`src/rtl/l2_port_arbiter_pkg.sv`:
```
// l2_arb_types: shared types and default widths for the L2 port arbiter.
//   arb_state_e : arbiter FSM states (also exported on the debug state output)
//   req_e       : requester identity, used to remember the last grant
package l2_arb_types;

  localparam int ADDR_WIDTH_DEF = 32;
  localparam int LINE_WIDTH_DEF = 256;
  localparam int CNT_WIDTH_DEF  = 16;

  typedef enum logic [2:0] {
    IDLE    = 3'd0,
    SERVE_I = 3'd1,
    SERVE_D = 3'd2,
    RESP_I  = 3'd3,
    RESP_D  = 3'd4
  } arb_state_e;

  typedef enum logic {
    REQ_I = 1'b0,
    REQ_D = 1'b1
  } req_e;

endpackage

```
`src/rtl/l2_port_arbiter_if.sv`:
```
// l2_port_arbiter_if: all request, response, L2 and status signals of the
// L2 port arbiter.
//   master modport : the arbiter's view (drives responses, L2 strobes, status)
//   slave modport  : the environment's view (L1 controllers and L2 cache)
//
// Handshake: a requester raises *_pmem_read / d_pmem_write and holds it,
// with address/data stable, until it sees its one-cycle *_pmem_resp; read
// data is valid only in that cycle. On the L2 side l2_read / l2_write are
// held with a stable address/wdata until the L2 returns a one-cycle
// l2_mem_resp, with l2_rdata valid in that same cycle.
interface l2_port_arbiter_if
  import l2_arb_types::*;
#(
  parameter int ADDR_WIDTH = ADDR_WIDTH_DEF,
  parameter int LINE_WIDTH = LINE_WIDTH_DEF,
  parameter int CNT_WIDTH  = CNT_WIDTH_DEF
);
  logic                  i_pmem_read;
  logic [ADDR_WIDTH-1:0] i_pmem_address;
  logic [LINE_WIDTH-1:0] i_pmem_rdata;
  logic                  i_pmem_resp;

  logic                  d_pmem_read;
  logic                  d_pmem_write;
  logic [ADDR_WIDTH-1:0] d_pmem_address;
  logic [LINE_WIDTH-1:0] d_pmem_wdata;
  logic [LINE_WIDTH-1:0] d_pmem_rdata;
  logic                  d_pmem_resp;

  logic                  l2_read;
  logic                  l2_write;
  logic [ADDR_WIDTH-1:0] l2_address;
  logic [LINE_WIDTH-1:0] l2_wdata;
  logic [LINE_WIDTH-1:0] l2_rdata;
  logic                  l2_mem_resp;

  logic                  grant_d;
  logic                  busy;
  logic [CNT_WIDTH-1:0]  contention_count;
  arb_state_e            dbg_state;

  modport master (
    input  i_pmem_read, i_pmem_address,
    output i_pmem_rdata, i_pmem_resp,
    input  d_pmem_read, d_pmem_write, d_pmem_address, d_pmem_wdata,
    output d_pmem_rdata, d_pmem_resp,
    output l2_read, l2_write, l2_address, l2_wdata,
    input  l2_rdata, l2_mem_resp,
    output grant_d, busy, contention_count, dbg_state
  );

  modport slave (
    output i_pmem_read, i_pmem_address,
    input  i_pmem_rdata, i_pmem_resp,
    output d_pmem_read, d_pmem_write, d_pmem_address, d_pmem_wdata,
    input  d_pmem_rdata, d_pmem_resp,
    input  l2_read, l2_write, l2_address, l2_wdata,
    output l2_rdata, l2_mem_resp,
    input  grant_d, busy, contention_count, dbg_state
  );

endinterface

```
`src/rtl/l2_port_arbiter_sat_counter.sv`:
```
// sat_counter: saturating up-counter.
//   clk   : clock
//   clr   : synchronous clear (highest priority)
//   inc   : add one this cycle unless already all-ones
//   count : current value
module sat_counter #(
  parameter int WIDTH = 16
) (
  input  logic             clk,
  input  logic             clr,
  input  logic             inc,
  output logic [WIDTH-1:0] count
);

  always_ff @(posedge clk) begin
    if (clr) begin
      count <= '0;
    end else if (inc && (count != {WIDTH{1'b1}})) begin
      count <= count + 1'b1;
    end
  end

endmodule

```
`src/rtl/l2_port_arbiter.sv`:
```
// l2_port_arbiter: round-robin arbiter for the single L2 port shared by the
// I-cache fill path and the D-cache fill/writeback path.
//   clk, rst : clock, synchronous active-high reset
//   bus      : l2_port_arbiter_if.master -- requester ports, L2 port,
//              status (grant_d, busy), contention_count and dbg_state
// The winner's address/wdata/type are latched at grant, so requesters may
// change their inputs while being served. A RESP cycle always follows SERVE
// so a request still held during its response pulse is not re-arbitrated.
module l2_port_arbiter
  import l2_arb_types::*;
#(
  parameter int ADDR_WIDTH = ADDR_WIDTH_DEF,
  parameter int LINE_WIDTH = LINE_WIDTH_DEF,
  parameter int CNT_WIDTH  = CNT_WIDTH_DEF,
  parameter int D_FIRST    = 1
) (
  input logic               clk,
  input logic               rst,
  l2_port_arbiter_if.master bus
);

  arb_state_e            state;
  req_e                  last_grant;
  logic                  lat_write;
  logic [ADDR_WIDTH-1:0] lat_addr;
  logic [LINE_WIDTH-1:0] lat_wdata;
  logic [LINE_WIDTH-1:0] i_line;
  logic [LINE_WIDTH-1:0] d_line;
  logic                  l2_read_q;
  logic                  l2_write_q;
  logic                  i_resp_q;
  logic                  d_resp_q;
  logic                  grant_d_q;
  logic                  busy_q;
  logic                  d_req;
  logic                  i_req;
  logic                  d_wins;
  logic                  cont_inc;
  logic [CNT_WIDTH-1:0]  cont_count;

  assign d_req  = bus.d_pmem_read | bus.d_pmem_write;
  assign i_req  = bus.i_pmem_read;
  // D wins when alone, or on a tie when I was granted last.
  assign d_wins = d_req && (!i_req || (last_grant == REQ_I));

  always_ff @(posedge clk) begin
    if (rst) begin
      state      <= IDLE;
      last_grant <= (D_FIRST != 0) ? REQ_I : REQ_D;
      lat_write  <= 1'b0;
      lat_addr   <= '0;
      lat_wdata  <= '0;
      i_line     <= '0;
      d_line     <= '0;
      l2_read_q  <= 1'b0;
      l2_write_q <= 1'b0;
      i_resp_q   <= 1'b0;
      d_resp_q   <= 1'b0;
      grant_d_q  <= 1'b0;
      busy_q     <= 1'b0;
    end else begin
      case (state)
        IDLE: begin
          if (d_wins) begin
            state      <= SERVE_D;
            last_grant <= REQ_D;
            lat_addr   <= bus.d_pmem_address;
            lat_wdata  <= bus.d_pmem_wdata;
            // Write has precedence if both read and write are raised.
            lat_write  <= bus.d_pmem_write;
            l2_read_q  <= ~bus.d_pmem_write;
            l2_write_q <= bus.d_pmem_write;
            grant_d_q  <= 1'b1;
            busy_q     <= 1'b1;
          end else if (i_req) begin
            state      <= SERVE_I;
            last_grant <= REQ_I;
            lat_addr   <= bus.i_pmem_address;
            lat_write  <= 1'b0;
            l2_read_q  <= 1'b1;
            l2_write_q <= 1'b0;
            busy_q     <= 1'b1;
          end
        end
        SERVE_I, SERVE_D: begin
          if (bus.l2_mem_resp) begin
            l2_read_q  <= 1'b0;
            l2_write_q <= 1'b0;
            if (state == SERVE_D) begin
              state    <= RESP_D;
              d_line   <= bus.l2_rdata;
              d_resp_q <= 1'b1;
            end else begin
              state    <= RESP_I;
              i_line   <= bus.l2_rdata;
              i_resp_q <= 1'b1;
            end
          end
        end
        RESP_I, RESP_D: begin
          state     <= IDLE;
          i_resp_q  <= 1'b0;
          d_resp_q  <= 1'b0;
          grant_d_q <= 1'b0;
          busy_q    <= 1'b0;
        end
        default: begin
          state      <= IDLE;
          l2_read_q  <= 1'b0;
          l2_write_q <= 1'b0;
          i_resp_q   <= 1'b0;
          d_resp_q   <= 1'b0;
          grant_d_q  <= 1'b0;
          busy_q     <= 1'b0;
        end
      endcase
    end
  end

  // A requester is waiting when it is pending but not the one being served;
  // in IDLE that only happens on a tie (the loser waits).
  always_comb begin
    cont_inc = 1'b0;
    case (state)
      IDLE:            cont_inc = d_req & i_req;
      SERVE_I, RESP_I: cont_inc = d_req;
      SERVE_D, RESP_D: cont_inc = i_req;
      default:         cont_inc = 1'b0;
    endcase
  end

  sat_counter #(
    .WIDTH(CNT_WIDTH)
  ) u_contention (
    .clk  (clk),
    .clr  (rst),
    .inc  (cont_inc),
    .count(cont_count)
  );

  assign bus.i_pmem_rdata     = i_line;
  assign bus.i_pmem_resp      = i_resp_q;
  assign bus.d_pmem_rdata     = d_line;
  assign bus.d_pmem_resp      = d_resp_q;
  assign bus.l2_read          = l2_read_q;
  assign bus.l2_write         = l2_write_q;
  assign bus.l2_address       = lat_addr;
  assign bus.l2_wdata         = lat_wdata;
  assign bus.grant_d          = grant_d_q;
  assign bus.busy             = busy_q;
  assign bus.contention_count = cont_count;
  assign bus.dbg_state        = state;

endmodule

```
`src/flat_wrapper.sv`:
```
// flat-port wrapper written by rule: the top's interface ports become plain ports
module l2_port_arbiter_flat import l2_arb_types::*;
#(
  parameter int ADDR_WIDTH = ADDR_WIDTH_DEF,
  parameter int LINE_WIDTH = LINE_WIDTH_DEF,
  parameter int CNT_WIDTH  = CNT_WIDTH_DEF,
  parameter int D_FIRST    = 1
)
  (clk, rst, bus_i_pmem_read, bus_i_pmem_address, bus_i_pmem_rdata, bus_i_pmem_resp, bus_d_pmem_read, bus_d_pmem_write, bus_d_pmem_address, bus_d_pmem_wdata, bus_d_pmem_rdata, bus_d_pmem_resp, bus_l2_read, bus_l2_write, bus_l2_address, bus_l2_wdata, bus_l2_rdata, bus_l2_mem_resp, bus_grant_d, bus_busy, bus_contention_count, bus_dbg_state);
  l2_port_arbiter_if #(.ADDR_WIDTH(ADDR_WIDTH), .LINE_WIDTH(LINE_WIDTH), .CNT_WIDTH(CNT_WIDTH)) bus_i ();
  input logic clk;
  input logic rst;
  input wire logic [$bits(bus_i.i_pmem_read)-1:0] bus_i_pmem_read;
  input wire logic [$bits(bus_i.i_pmem_address)-1:0] bus_i_pmem_address;
  output wire logic [$bits(bus_i.i_pmem_rdata)-1:0] bus_i_pmem_rdata;
  output wire logic [$bits(bus_i.i_pmem_resp)-1:0] bus_i_pmem_resp;
  input wire logic [$bits(bus_i.d_pmem_read)-1:0] bus_d_pmem_read;
  input wire logic [$bits(bus_i.d_pmem_write)-1:0] bus_d_pmem_write;
  input wire logic [$bits(bus_i.d_pmem_address)-1:0] bus_d_pmem_address;
  input wire logic [$bits(bus_i.d_pmem_wdata)-1:0] bus_d_pmem_wdata;
  output wire logic [$bits(bus_i.d_pmem_rdata)-1:0] bus_d_pmem_rdata;
  output wire logic [$bits(bus_i.d_pmem_resp)-1:0] bus_d_pmem_resp;
  output wire logic [$bits(bus_i.l2_read)-1:0] bus_l2_read;
  output wire logic [$bits(bus_i.l2_write)-1:0] bus_l2_write;
  output wire logic [$bits(bus_i.l2_address)-1:0] bus_l2_address;
  output wire logic [$bits(bus_i.l2_wdata)-1:0] bus_l2_wdata;
  input wire logic [$bits(bus_i.l2_rdata)-1:0] bus_l2_rdata;
  input wire logic [$bits(bus_i.l2_mem_resp)-1:0] bus_l2_mem_resp;
  output wire logic [$bits(bus_i.grant_d)-1:0] bus_grant_d;
  output wire logic [$bits(bus_i.busy)-1:0] bus_busy;
  output wire logic [$bits(bus_i.contention_count)-1:0] bus_contention_count;
  output wire logic [$bits(bus_i.dbg_state)-1:0] bus_dbg_state;
  assign bus_i.i_pmem_read = bus_i_pmem_read;
  assign bus_i.i_pmem_address = bus_i_pmem_address;
  assign bus_i_pmem_rdata = bus_i.i_pmem_rdata;
  assign bus_i_pmem_resp = bus_i.i_pmem_resp;
  assign bus_i.d_pmem_read = bus_d_pmem_read;
  assign bus_i.d_pmem_write = bus_d_pmem_write;
  assign bus_i.d_pmem_address = bus_d_pmem_address;
  assign bus_i.d_pmem_wdata = bus_d_pmem_wdata;
  assign bus_d_pmem_rdata = bus_i.d_pmem_rdata;
  assign bus_d_pmem_resp = bus_i.d_pmem_resp;
  assign bus_l2_read = bus_i.l2_read;
  assign bus_l2_write = bus_i.l2_write;
  assign bus_l2_address = bus_i.l2_address;
  assign bus_l2_wdata = bus_i.l2_wdata;
  assign bus_i.l2_rdata = bus_l2_rdata;
  assign bus_i.l2_mem_resp = bus_l2_mem_resp;
  assign bus_grant_d = bus_i.grant_d;
  assign bus_busy = bus_i.busy;
  assign bus_contention_count = bus_i.contention_count;
  assign bus_dbg_state = bus_i.dbg_state;
  l2_port_arbiter #(.ADDR_WIDTH(ADDR_WIDTH), .LINE_WIDTH(LINE_WIDTH), .CNT_WIDTH(CNT_WIDTH), .D_FIRST(D_FIRST)) u_core (.clk(clk), .rst(rst), .bus(bus_i));
endmodule
```
`config.mk`:
```
export PLATFORM = sky130hd
export DESIGN_NAME = l2_port_arbiter_flat
export DESIGN_NICKNAME = d
export VERILOG_FILES = /design/src/rtl/l2_port_arbiter_pkg.sv /design/src/rtl/l2_port_arbiter_if.sv /design/src/rtl/l2_port_arbiter_sat_counter.sv /design/src/rtl/l2_port_arbiter.sv /design/src/flat_wrapper.sv
export SDC_FILE = /design/constraint.sdc
export NUM_CORES = 2
export LEC_CHECK = 0
export ABC_CLOCK_PERIOD_IN_PS = 4100
export CAP_MARGIN = 30
export CORE_AREA = 2 2 544 546
export DETAILED_ROUTE_END_ITERATION = 10
export DIE_AREA = 0 0 546 548
export DONT_BUFFER_PORTS = 1
export PLACE_DENSITY_LB_ADDON = 0.08
export SLEW_MARGIN = 20
export SYNTH_ARGS = -nofsm -noshare
export SYNTH_HDL_FRONTEND = slang
export SYNTH_SLANG_ARGS = --single-unit
```
`constraint.sdc`:
```
create_clock -name clk -period 4.1 [get_ports clk]
set_clock_uncertainty 0.1 [all_clocks]
set_input_delay 0.82 -clock clk [delete_from_list [all_inputs] [get_ports clk]]
set_output_delay 0.82 -clock clk [all_outputs]
set_load 0.02 [all_outputs]
```
==> results.ini <==
[route]
drt_iter0_drc=1342
drcViolationCount=0
routed_wl_um=199000
routedWlPerCell_um=24.5
vias=27400
routed_via_density=3.37
firstDrtPassIters=5
postRouteAntennaNets=0

[floorplanning]
die_w_um=546
core_region_area_um2=293000
initial_core_util=0.0986
die_h_um=548
rows=199
die_area_um2=299000
ioPinCount=1407

[sta]
worst_slew_margin_rel=-1.54
setup_viol=0
rsz0062_at_grt=no
fin_tns_setup_ns=0
min_period_over_period=0.764
report.final.slew_viol_count=519
holdWs_ns=0.0554
hold_violations=0
fin_crit_ns=3.13
max_clock_freq_ghz=0.319
tightest_slew_ns=3.81

[flow_run]
cap_violations=0

[placement]
place.gp.congestion=0.786
placed_area_um2=33300
io_buffer_count=0
dp_hpwl_um=148000

[clock_tree]
post-cts-setup-buffers=0
htree_levels=3
numClockSinks=826
cts_buffer_depth=4
cts_tree=built
cts_root_buffer=clkbuf_16
cts-buffers-inserted=118
clkSlewWorstSetupHoldPaths_ns=0.06
clock_latency_ns=0.84

[finish]
area_delta_synth_final_pct=46.4
stdcell_area_um2=42300
nets=4680
drive_above_1_share=0.0601
layout_common_cells=nand2_1 (1614), dfxtp_1 (826), a21oi_1 (779), dlygate4sd3_1 (526), clkbuf_16 (118)
final_common_cell=nand2_1
fin_util=0.144

[power]
power.density_nw_per_um2=604
peakVddDrop_mv=0.353
leakagePower_nw=14.0

[worst_setup_path]
crit_fanout=28
cp-end-kind=flop
cp-start-kind=flop
crit_required_ns=4.77
crit_type=flop to flop
cp.arrival_ns=3.80
r2r_slack_ns=0.97

[grt]
grt_pass1_vias=27400
antenna_found_initial=53
overflow=0
grt.total_usage=0.126
grt_first_pass_wirelength_um=262000
grt_max_degree=773

[synth]
synthesis.nets=4259
seq_area_frac_synth=0.572
syn-instance-count=3676
async_reset_ff_frac=0
yosys_warnings=0
syn_avg_cell_area_um2=7.86
ys_seq_elements=826
ys.flop_type=dfxtp_1
ys_types=50
synth.cell_area_um2=28900
synth_edf_count=0

[hold_path]
min-delay-path-class=primary input to flop

[outcome]
outcome=finished with violations
violations=max-slew violations

per-stage QoR:
step / total power, W / instances / setup WS, ns
after floorplan: 0.0131 / 3676 / 1.93
after global placement: 0.0152 / 7369 / 1.22
after detailed placement: 0.0152 / 7369 / 1.29
after CTS: 0.0264 / 8111 / 0.960
after global routing: 0.0269 / 8119 / 0.759
final: 0.0256 / 8128 / 0.968
report_power, final:
part | switching, W | internal (W)
clock network | 0.00430 | 0.00580
registers | 0.00239 | 0.00899
logic | 0.00267 | 0.00141
total | 0.00935 | 0.0162
cells in the mapped netlist (2+ instances only):
| cell type | instances | share of area |
|---|---|---|
| dfxtp_1 | 826 | 0.57 |
| a21oi_4 | 2 | 0.0011 |
| nand2b_1 | 3 | 0.00065 |
| a21oi_1 | 779 | 0.13 |
| a22oi_1 | 2 | 0.00052 |
| nand2_1 | 1615 | 0.21 |
| and2_1 | 2 | 0.00043 |
| nor2_1 | 54 | 0.0070 |
| nand3_1 | 5 | 0.00087 |
| and4_1 | 3 | 0.00091 |
| nand4_1 | 6 | 0.0013 |
| buf_1 | 5 | 0.00065 |
| buf_2 | 90 | 0.016 |
| nor3_1 | 6 | 0.0010 |
| a211oi_1 | 4 | 0.0010 |
| clkbuf_1 | 170 | 0.022 |
| or4_1 | 3 | 0.00078 |
| nor2b_1 | 5 | 0.0011 |
| buf_4 | 15 | 0.0039 |
| o21ai_0 | 7 | 0.0012 |
| a31o_2 | 2 | 0.00061 |
| inv_1 | 3 | 0.00039 |
| xnor2_1 | 6 | 0.0018 |
| or3_1 | 4 | 0.00087 |
| a311oi_1 | 32 | 0.0097 |
| o31ai_1 | 3 | 0.00078 |
critical path: stages, from the launching register on:
cell	delay, ns
dfxtp_1	0.53
nor3_2	0.48
and2_2	0.61
buf_4	0.38
nor2_1	0.07
a311oi_1	0.26
dlygate4sd3_1	0.60
timing repair:
item	CTS	global route
hold buffers	527	0
resized for setup	0	0
endpoints found under the hold margin	733	0
registers in the layout (all words and copies together), names as in the netlist:
| name | count |
|---|---|
| u_core.bus.dbg_state | 3 |
| u_core.bus.d_pmem_resp | 1 |
| u_core.bus.i_pmem_rdata | 256 |
| u_core.bus.l2_read | 1 |
| u_core.bus.i_pmem_resp | 1 |
| u_core.bus.d_pmem_rdata | 256 |
| u_core.bus.l2_write | 1 |
| u_core.u_contention.count | 16 |
| u_core.last_grant | 1 |
| u_core.bus.busy | 1 |
| u_core.bus.l2_address | 32 |
| u_core.bus.l2_wdata | 256 |
| u_core.bus.grant_d | 1 |
cells by family (layout without fill, tap and decap cells):
logic type	Yosys count	in the layout	synth area share
AND/OR/NAND/NOR	1714	1714	0.227
flip-flops	826	826	0.572
other	0	17	0
adder cells (fa/ha/maj)	1	1	0.000433
buffers and inverters	283	799	0.0426
XOR/XNOR	6	6	0.00182
multiplexers	2	2	0.000865
AO/OA/AOI/OAI	844	844	0.155
per-layer routing:
metal  share of wire  vias up  global-route usage
met1            0.36    13200               0.130
met5         0.00080        -                   0
met3            0.11      227              0.0626
li1                -    12800                   -
met2            0.51     1133               0.231
met4           0.016       24              0.0209
path summary, 6_finish.rpt:
kind | startpoint | end | cells after the start
setup reg to reg | u_core.bus.dbg_state[0] | u_core.bus.l2_address[19] | 6
hold reg to reg | u_core.bus.i_pmem_rdata[88] | u_core.bus.i_pmem_rdata[88] | 2
setup / recovery | u_core.bus.dbg_state[0] | u_core.bus.l2_address[19] | 6
hold / removal | rst | u_core.u_contention.count[2] | 1
cell type report:
cell class	count	area (µm²)
Inverter	3	11.3
Multi-Input combinational cell	2567	11200
Timing Repair Buffer	581	5940
Sequential cell	826	16500
Antenna cell	17	42.5
Clock buffer	184	3440
Fill cell	33700	251000
Clock inverter	31	253
Tap cell	3919	4900
(Power assumes the default switching activity.)
